--- config.mk ---
export PLATFORM = sky130hd
export DESIGN_NAME = serial_add_ctrl
export DESIGN_NICKNAME = d
export VERILOG_FILES = /design/src/rtl/serial_add_ctrl.sv
export SDC_FILE = /design/constraint.sdc
export NUM_CORES = 1
export LEC_CHECK = 0
export CAP_MARGIN = 0
export CORE_MARGIN = 8
export CORE_UTILIZATION = 30
export DETAILED_ROUTE_END_ITERATION = 12
export GPL_TIMING_DRIVEN = 0
export PLACE_DENSITY_LB_ADDON = 0.08
export SYNTH_ARGS = -nofsm -noshare
export SYNTH_HDL_FRONTEND = slang
export SYNTH_SLANG_ARGS = --single-unit
--- constraint.sdc ---
create_clock -name clk -period 1.62 [get_ports clk]
set_input_delay 0.162 -clock clk [delete_from_list [all_inputs] [get_ports clk]]
set_output_delay 0.162 -clock clk [all_outputs]
set_load 0.02 [all_outputs]
--- src/rtl/serial_add_ctrl.sv ---
// Bit-serial adder sequencer: drives one external full-adder cell a bit per clock, LSB first.
// Optional two's-complement overflow output is enabled by defining SERIAL_ADD_OVF_EN.
module serial_add_ctrl #(
  parameter int WIDTH = 8
) (
  input  logic             clk,
  input  logic             reset,
  input  logic             start,
  input  logic [WIDTH-1:0] a_in,
  input  logic [WIDTH-1:0] b_in,
  input  logic             cin,
  output logic             fa_a,
  output logic             fa_b,
  output logic             fa_c,
  input  logic             fa_sum,
  input  logic             fa_cout,
  output logic             busy,
  output logic             done,
  output logic [WIDTH-1:0] sum_out,
`ifdef SERIAL_ADD_OVF_EN
  output logic             ovf,
`endif
  output logic             cout_out
);

  localparam int CNT_W = $clog2(WIDTH);
  localparam logic [CNT_W-1:0] LAST = CNT_W'(WIDTH - 1);

  typedef enum logic [1:0] {
    S_IDLE,
    S_SHIFT,
    S_DONE
  } state_t;

  state_t state, state_next;

  logic [WIDTH-1:0] a_sh;
  logic [WIDTH-1:0] b_sh;
  // Holds the sum bits collected so far, top-aligned; the final bit comes
  // straight from fa_sum on the last edge, so only WIDTH-1 bits are stored.
  logic [WIDTH-2:0] sum_sh;
  logic             carry;
  logic [CNT_W-1:0] cnt;
  logic             last_bit;

  assign last_bit = (cnt == LAST);

  // NOTE: sequential state is updated with non-blocking assignments so every
  // register samples the pre-edge values of the others.
  always_ff @(posedge clk) begin
    if (reset) state <= S_IDLE;
    else       state <= state_next;
  end

  // NOTE: every output of this block is given a default first, so no path can
  // leave a signal unassigned and infer a latch.
  always_comb begin
    state_next = state;
    busy       = 1'b0;
    done       = 1'b0;
    fa_a       = 1'b0;
    fa_b       = 1'b0;
    fa_c       = 1'b0;
    case (state)
      S_IDLE: begin
        if (start) state_next = S_SHIFT;
      end
      S_SHIFT: begin
        busy = 1'b1;
        fa_a = a_sh[0];
        fa_b = b_sh[0];
        fa_c = carry;
        if (last_bit) state_next = S_DONE;
      end
      S_DONE: begin
        done       = 1'b1;
        state_next = S_IDLE;
      end
      default: state_next = S_IDLE;
    endcase
  end

  always_ff @(posedge clk) begin
    if (reset) begin
      a_sh     <= '0;
      b_sh     <= '0;
      sum_sh   <= '0;
      carry    <= 1'b0;
      cnt      <= '0;
      sum_out  <= '0;
      cout_out <= 1'b0;
`ifdef SERIAL_ADD_OVF_EN
      ovf      <= 1'b0;
`endif
    end else begin
      case (state)
        S_IDLE: begin
          if (start) begin
            a_sh   <= a_in;
            b_sh   <= b_in;
            carry  <= cin;
            cnt    <= '0;
            sum_sh <= '0;
          end
        end
        S_SHIFT: begin
          a_sh   <= a_sh >> 1;
          b_sh   <= b_sh >> 1;
          sum_sh <= (sum_sh >> 1) | ((WIDTH-1)'(fa_sum) << (WIDTH - 2));
          carry  <= fa_cout;
          if (last_bit) begin
            sum_out  <= {fa_sum, sum_sh};
            cout_out <= fa_cout;
`ifdef SERIAL_ADD_OVF_EN
            // carry still holds the carry into the MSB during the last bit.
            ovf      <= carry ^ fa_cout;
`endif
          end else begin
            cnt <= cnt + CNT_W'(1);
          end
        end
        default: ;
      endcase
    end
  end

endmodule
Word-level counts from Yosys, hierarchy flattened
Cells that the tools add are included.
- output and inout port bits: 14
- logic and storage cells: 41
- memories kept: 0
- register bits after elaboration: 38
- bits in latches: 0
- memory bits (writable): 0
- bits in read-only memories: 0
- input port bits: 22
- shift-type cells: 0
- reductions and logical operators: 6
- muxes and demuxes: 19
- order comparisons: 0
- multipliers: 0
- add/subtract/negate cells: 1
- equality and inequality tests: 6
- bitwise logic cells: 1
- divide/modulo/power cells: 0
- operator list (kind ; number):
    one-hot mux 8 bit (2 select lines) ; 2
    2-to-1 mux 8 bit ; 2
    one-hot mux 7 bit (2 select lines) ; 1
    2-to-1 mux 7 bit ; 1
    bitwise OR 6 x 7 -> 7 bit ; 1
    2-to-1 mux 1 bit ; 6
    2-to-1 mux 3 bit ; 2
    != test 2 bit (second input constant) ; 3
    one-hot mux 3 bit (2 select lines) ; 1
    AND reduction 2 bit ; 3
    2-to-1 mux 2 bit ; 2
    one-hot mux 2 bit (2 select lines) ; 1
    adder 3 x 1 -> 3 bit (second input constant) ; 1
    == test 3 bit (second input constant) ; 1
    AND reduction 3 bit ; 1
    == test 2 x 1 -> 1 bit (second input constant) ; 1
    == test 2 bit (second input constant) ; 1
    zero test 2 bit ; 1
    one-hot mux 1 bit (2 select lines) ; 1
    nonzero test 2 bit ; 1

Logic depth before layout (Yosys ltp)
- word-level depth: 3
- depth in mapped cells: 6
- mapped depth without buffers: 5

Least setup slack after synthesis
No wires, ideal clock.
- path type: reg-to-reg
- start: reg cnt[0]
- end: reg cout_out
- data required time: 1.488 ns
- slack: 0.253 ns
- data arrival time: 1.235 ns
- stages on the path, launching flop included: 7
- library setup time: 0.132 ns
- clock period less this slack: 1.367 ns
- buffers on the path: 1
- cells stage by stage: dfxtp_1 ha_1 ha_1 clkbuf_1 nand3b_1 nand2_1 a21oi_1
- longest elaborated chain between the ends: 2
- RTL lines (element ; line ; text):
    from (decl) ; 43 ; logic [CNT_W-1:0] cnt;
    from (signal assigned) ; 119 ; cnt <= cnt + CNT_W'(1);
    == test 3 bit ; 46 ; assign last_bit = (cnt == LAST);
    AND reduction 2 bit (no line) ; n/a ;
    to (signal assigned) ; 113 ; cout_out <= fa_cout;
    to (decl) ; 23 ; output logic cout_out
No other way between the ends.
A chain may end at the register's enable or synchronous reset.

Worst setup path in the final report
- start: reg state[0]
- end: out fa_a
- longest elaborated chain between the ends: 2
- RTL lines (element ; line ; text):
    from (decl) ; 35 ; state_t state, state_next;
    from (signal assigned) ; 52 ; else state <= state_next;
    == test 2 x 1 -> 1 bit ; 64 ; case (state)
    2-to-1 mux 1 bit ; 64 ;
    to (decl) ; 12 ; output logic fa_a,
No other way between the ends.

==> results.ini <==
[yosys]
ys.flop_type = dfxtp_1
syn_area_mm2 = 0.00167
synth_top_cell_by_area = dfxtp_1
syn_nets = 200
synthMostInstantiatedCell = dfxtp_1
ys_seq_area_share_pct = 45.6
ys_ff_latch = 38
synth_cells = 176
synthArstFlopShare_pct = 0
syn_avg_cell_area_um2 = 9.48
synth_top_area_share_pct = 45.6
synthTopCellsByCount = 38 x dfxtp_1, 27 x nor2_1, 15 x mux2i_1
synth-edff-count = 0
synth.area.top_cells = dfxtp_1 46%, a211oi_2 11%, mux2i_1 9.0%, nor2_1 6.1%, a22oi_1 4.1%
yosysWarnings = 0
ys_types = 25

[layout]
fin_cells = 291
drive_above_1_share_pct = 19.6
fill_cells = 554
final_area_mm2 = 0.00220
final_nets = 242
diodes = 0
syn2layout_area_growth_pct = 32.2

[worst_hold_path]
worstHoldEndpoint = b_sh[4]
worstHoldStart = reset
hp-class = in2reg
hold_depth = 2

[placed_design]
io_buffers = 34
hpwl_mm = 2.92
place_inst = 282
placed_cell_area_mm2 = 0.00210
routabilityCongestion = 0.691

[timing]
period_share_pct = 94.5
final.min_clock_period_ps = 1530
worst_slew_pin_slew_ps = 650
fin_skew_ps = 9.98
setup_viol = 0
finalMaxSlewViolations = 0
hold_viol = 0
relSlewSlack_pct = 56.7
clock.fmax_ghz = 0.653

[drt]
viasPerCell = 4.78
first_pass_iters = 4
wl_per_cell_um = 14.0
antenna_left = 0
drt-initial-drc-count = 57
wirelength_mm = 4.08
drc = 0
via_count = 1391

[cts]
htree_num_levels = 2
cts_buffers = 5
cts_tree = built
cts.hold.buffers_added = 0
cts_root_buf = clkbuf_8
insertion_delay_ps = 290
clock_path_buffers = 2
clk_pin_slew_ps = 70
clock-sinks = 38

[setup_path]
reg2reg_depth = 5
r2r-end = cnt[2]
worstReg2RegStart = cnt[0]
cp.arrival_ps = 1370
cp_max_fo = 10
criticalPathCategory = reg2out
end_kind = primary output
reg2reg_slack_ps = 210
cp.required_ps = 1460
start_kind = register

[power_and_ir_drop]
switchingPower_uw = 501
p_int_mw = 1.46
seqPwrFrac_pct = 50.9
power_frac_comb_pct = 14.3
p_per_area_mw_per_mm2 = 889
leakage_nw = 0.823
ir_worst_vdd_mv = 0.386
swShare_pct = 25.6
pwr-share-clk_pct = 34.8

[flow_run]
cap_violations = 0

[global_route]
grt_pass1_vias = 1433
grt_max_degree = 13
antenna_found_initial = 0
grt_usage_pct = 10.3
grt_pass1_wl_mm = 6.82
overflow = 0

[run_status]
status = finished clean

[die]
initial_core_util_pct = 30.7
die_w_um = 90.6
rows = 27
dieArea_mm2 = 0.00820
coreArea_mm2 = 0.00544
ios = 36
die_h_um = 90.6

[registers in the layout (all words and copies together), names as in the netlist]
| name | count |
|---|---|
| sum_out | 8 |
| state | 2 |
| b_sh | 8 |
| a_sh | 8 |
| cnt | 3 |
| cout_out | 1 |
| carry | 1 |
| sum_sh | 7 |
[logic make-up after synthesis]
kind of cell / count (synthesis) / share of synthesized area, %
AND/OR/NAND/NOR: 61 / 16.3
flip-flops: 38 / 45.6
adder cells (fa/ha/maj): 2 / 1.50
multiplexers: 15 / 9.00
AO/OA/AOI/OAI: 41 / 21.0
buffers and inverters: 19 / 6.60
[power groups by stage]
| stage | clock (mW) | combinational (mW) | sequential [mW] |
|---|---|---|---|
| floorplan | 0 | 0.184 | 1.01 |
| global placement | 0 | 0.276 | 1.02 |
| detailed placement | 0 | 0.282 | 1.02 |
| CTS | 0.709 | 0.283 | 0.998 |
| global route | 0.758 | 0.308 | 1.00 |
| finish | 0.681 | 0.280 | 0.998 |
[per-stage QoR]
stage	setup slack (ps)	setup TNS [ps]	hold slack [ps]	total power [mW]	util [%]
3_5_place_dp	-243	-1510	448	1.30	38.6
5_1_grt	-1.66	-1.66	232	2.07	40.5
6_report	89.0	0	233	1.96	40.5
2_1_floorplan	253	0	310	1.20	-
4_1_cts	14.0	0	229	1.99	40.6
3_3_place_gp	-244	-1150	443	1.29	38.6
[worst max-delay path by stage]
stage	cells past startpoint	from	slack (ps)	end
2_1_floorplan	6	cnt[0]	250	cout_out
3_3_place_gp	5	state[0]	-240	fa_a
3_5_place_dp	5	state[0]	-240	fa_a
4_1_cts	4	state[0]	10	done
5_1_grt	5	state[0]	-2	fa_c
6_report	5	state[0]	90	fa_a
[worst max-delay path: stages, from the launching register on]
cell and delay (ps):
dfxtp_1 330, buf_6 140, nor2b_4 170, buf_6 150, and2_1 130, buf_2 160
[final cells by class]
class                   instances  area, um2  share of cell area (%)
plain buffers                  15        110                    4.99
clock buffers                   6       82.6                    3.75
clock inverters                 2       12.5                   0.568
inverters                       3       11.3                   0.511
multi-input cells             119        805                    36.5
flip-flops and latches         38        761                    34.5
well taps                      72       90.1                    4.09
repair buffers                 36        333                    15.1
[cells in the final DEF, fill, tap and decap left out, drive strengths merged]
| cell | n |
|---|---|
| clkdlybuf4s50 | 29 |
| clkinvlp | 1 |
| nand3 | 13 |
| inv | 3 |
| clkbuf | 14 |
| nand2 | 12 |
| o21bai | 1 |
| nor2 | 27 |
| a22oi | 9 |
| nor3 | 1 |
| o221a | 1 |
| dfxtp | 38 |
| a211oi | 14 |
| a31oi | 3 |
| mux2i | 15 |
| a21oi | 12 |
| o21ba | 1 |
| nor4b | 1 |
| nor2b | 2 |
| ha | 2 |
| nor3b | 1 |
| buf | 14 |
| clkinv | 1 |
| nand3b | 1 |
| and2 | 3 |
[layer usage]
layer  up-vias  part of all wire (%)  global-route usage (%)
met4         0                  0.88                    3.61
li1        704                     -                       -
met3         4                   4.6                    3.99
met5         -                     0                       0
met1       656                    48                    12.1
met2        27                    46                    16.6
[timing repair]
| item | CTS | global route |
|---|---|---|
| setup endpoints to repair | 14 | 16 |
| resized for setup | 19 | 7 |
| pin swaps | 1 | 0 |
| gates cloned | 0 | 0 |
| setup buffers | 2 | 0 |
Note: power is estimated with default switching activity, not from simulation.
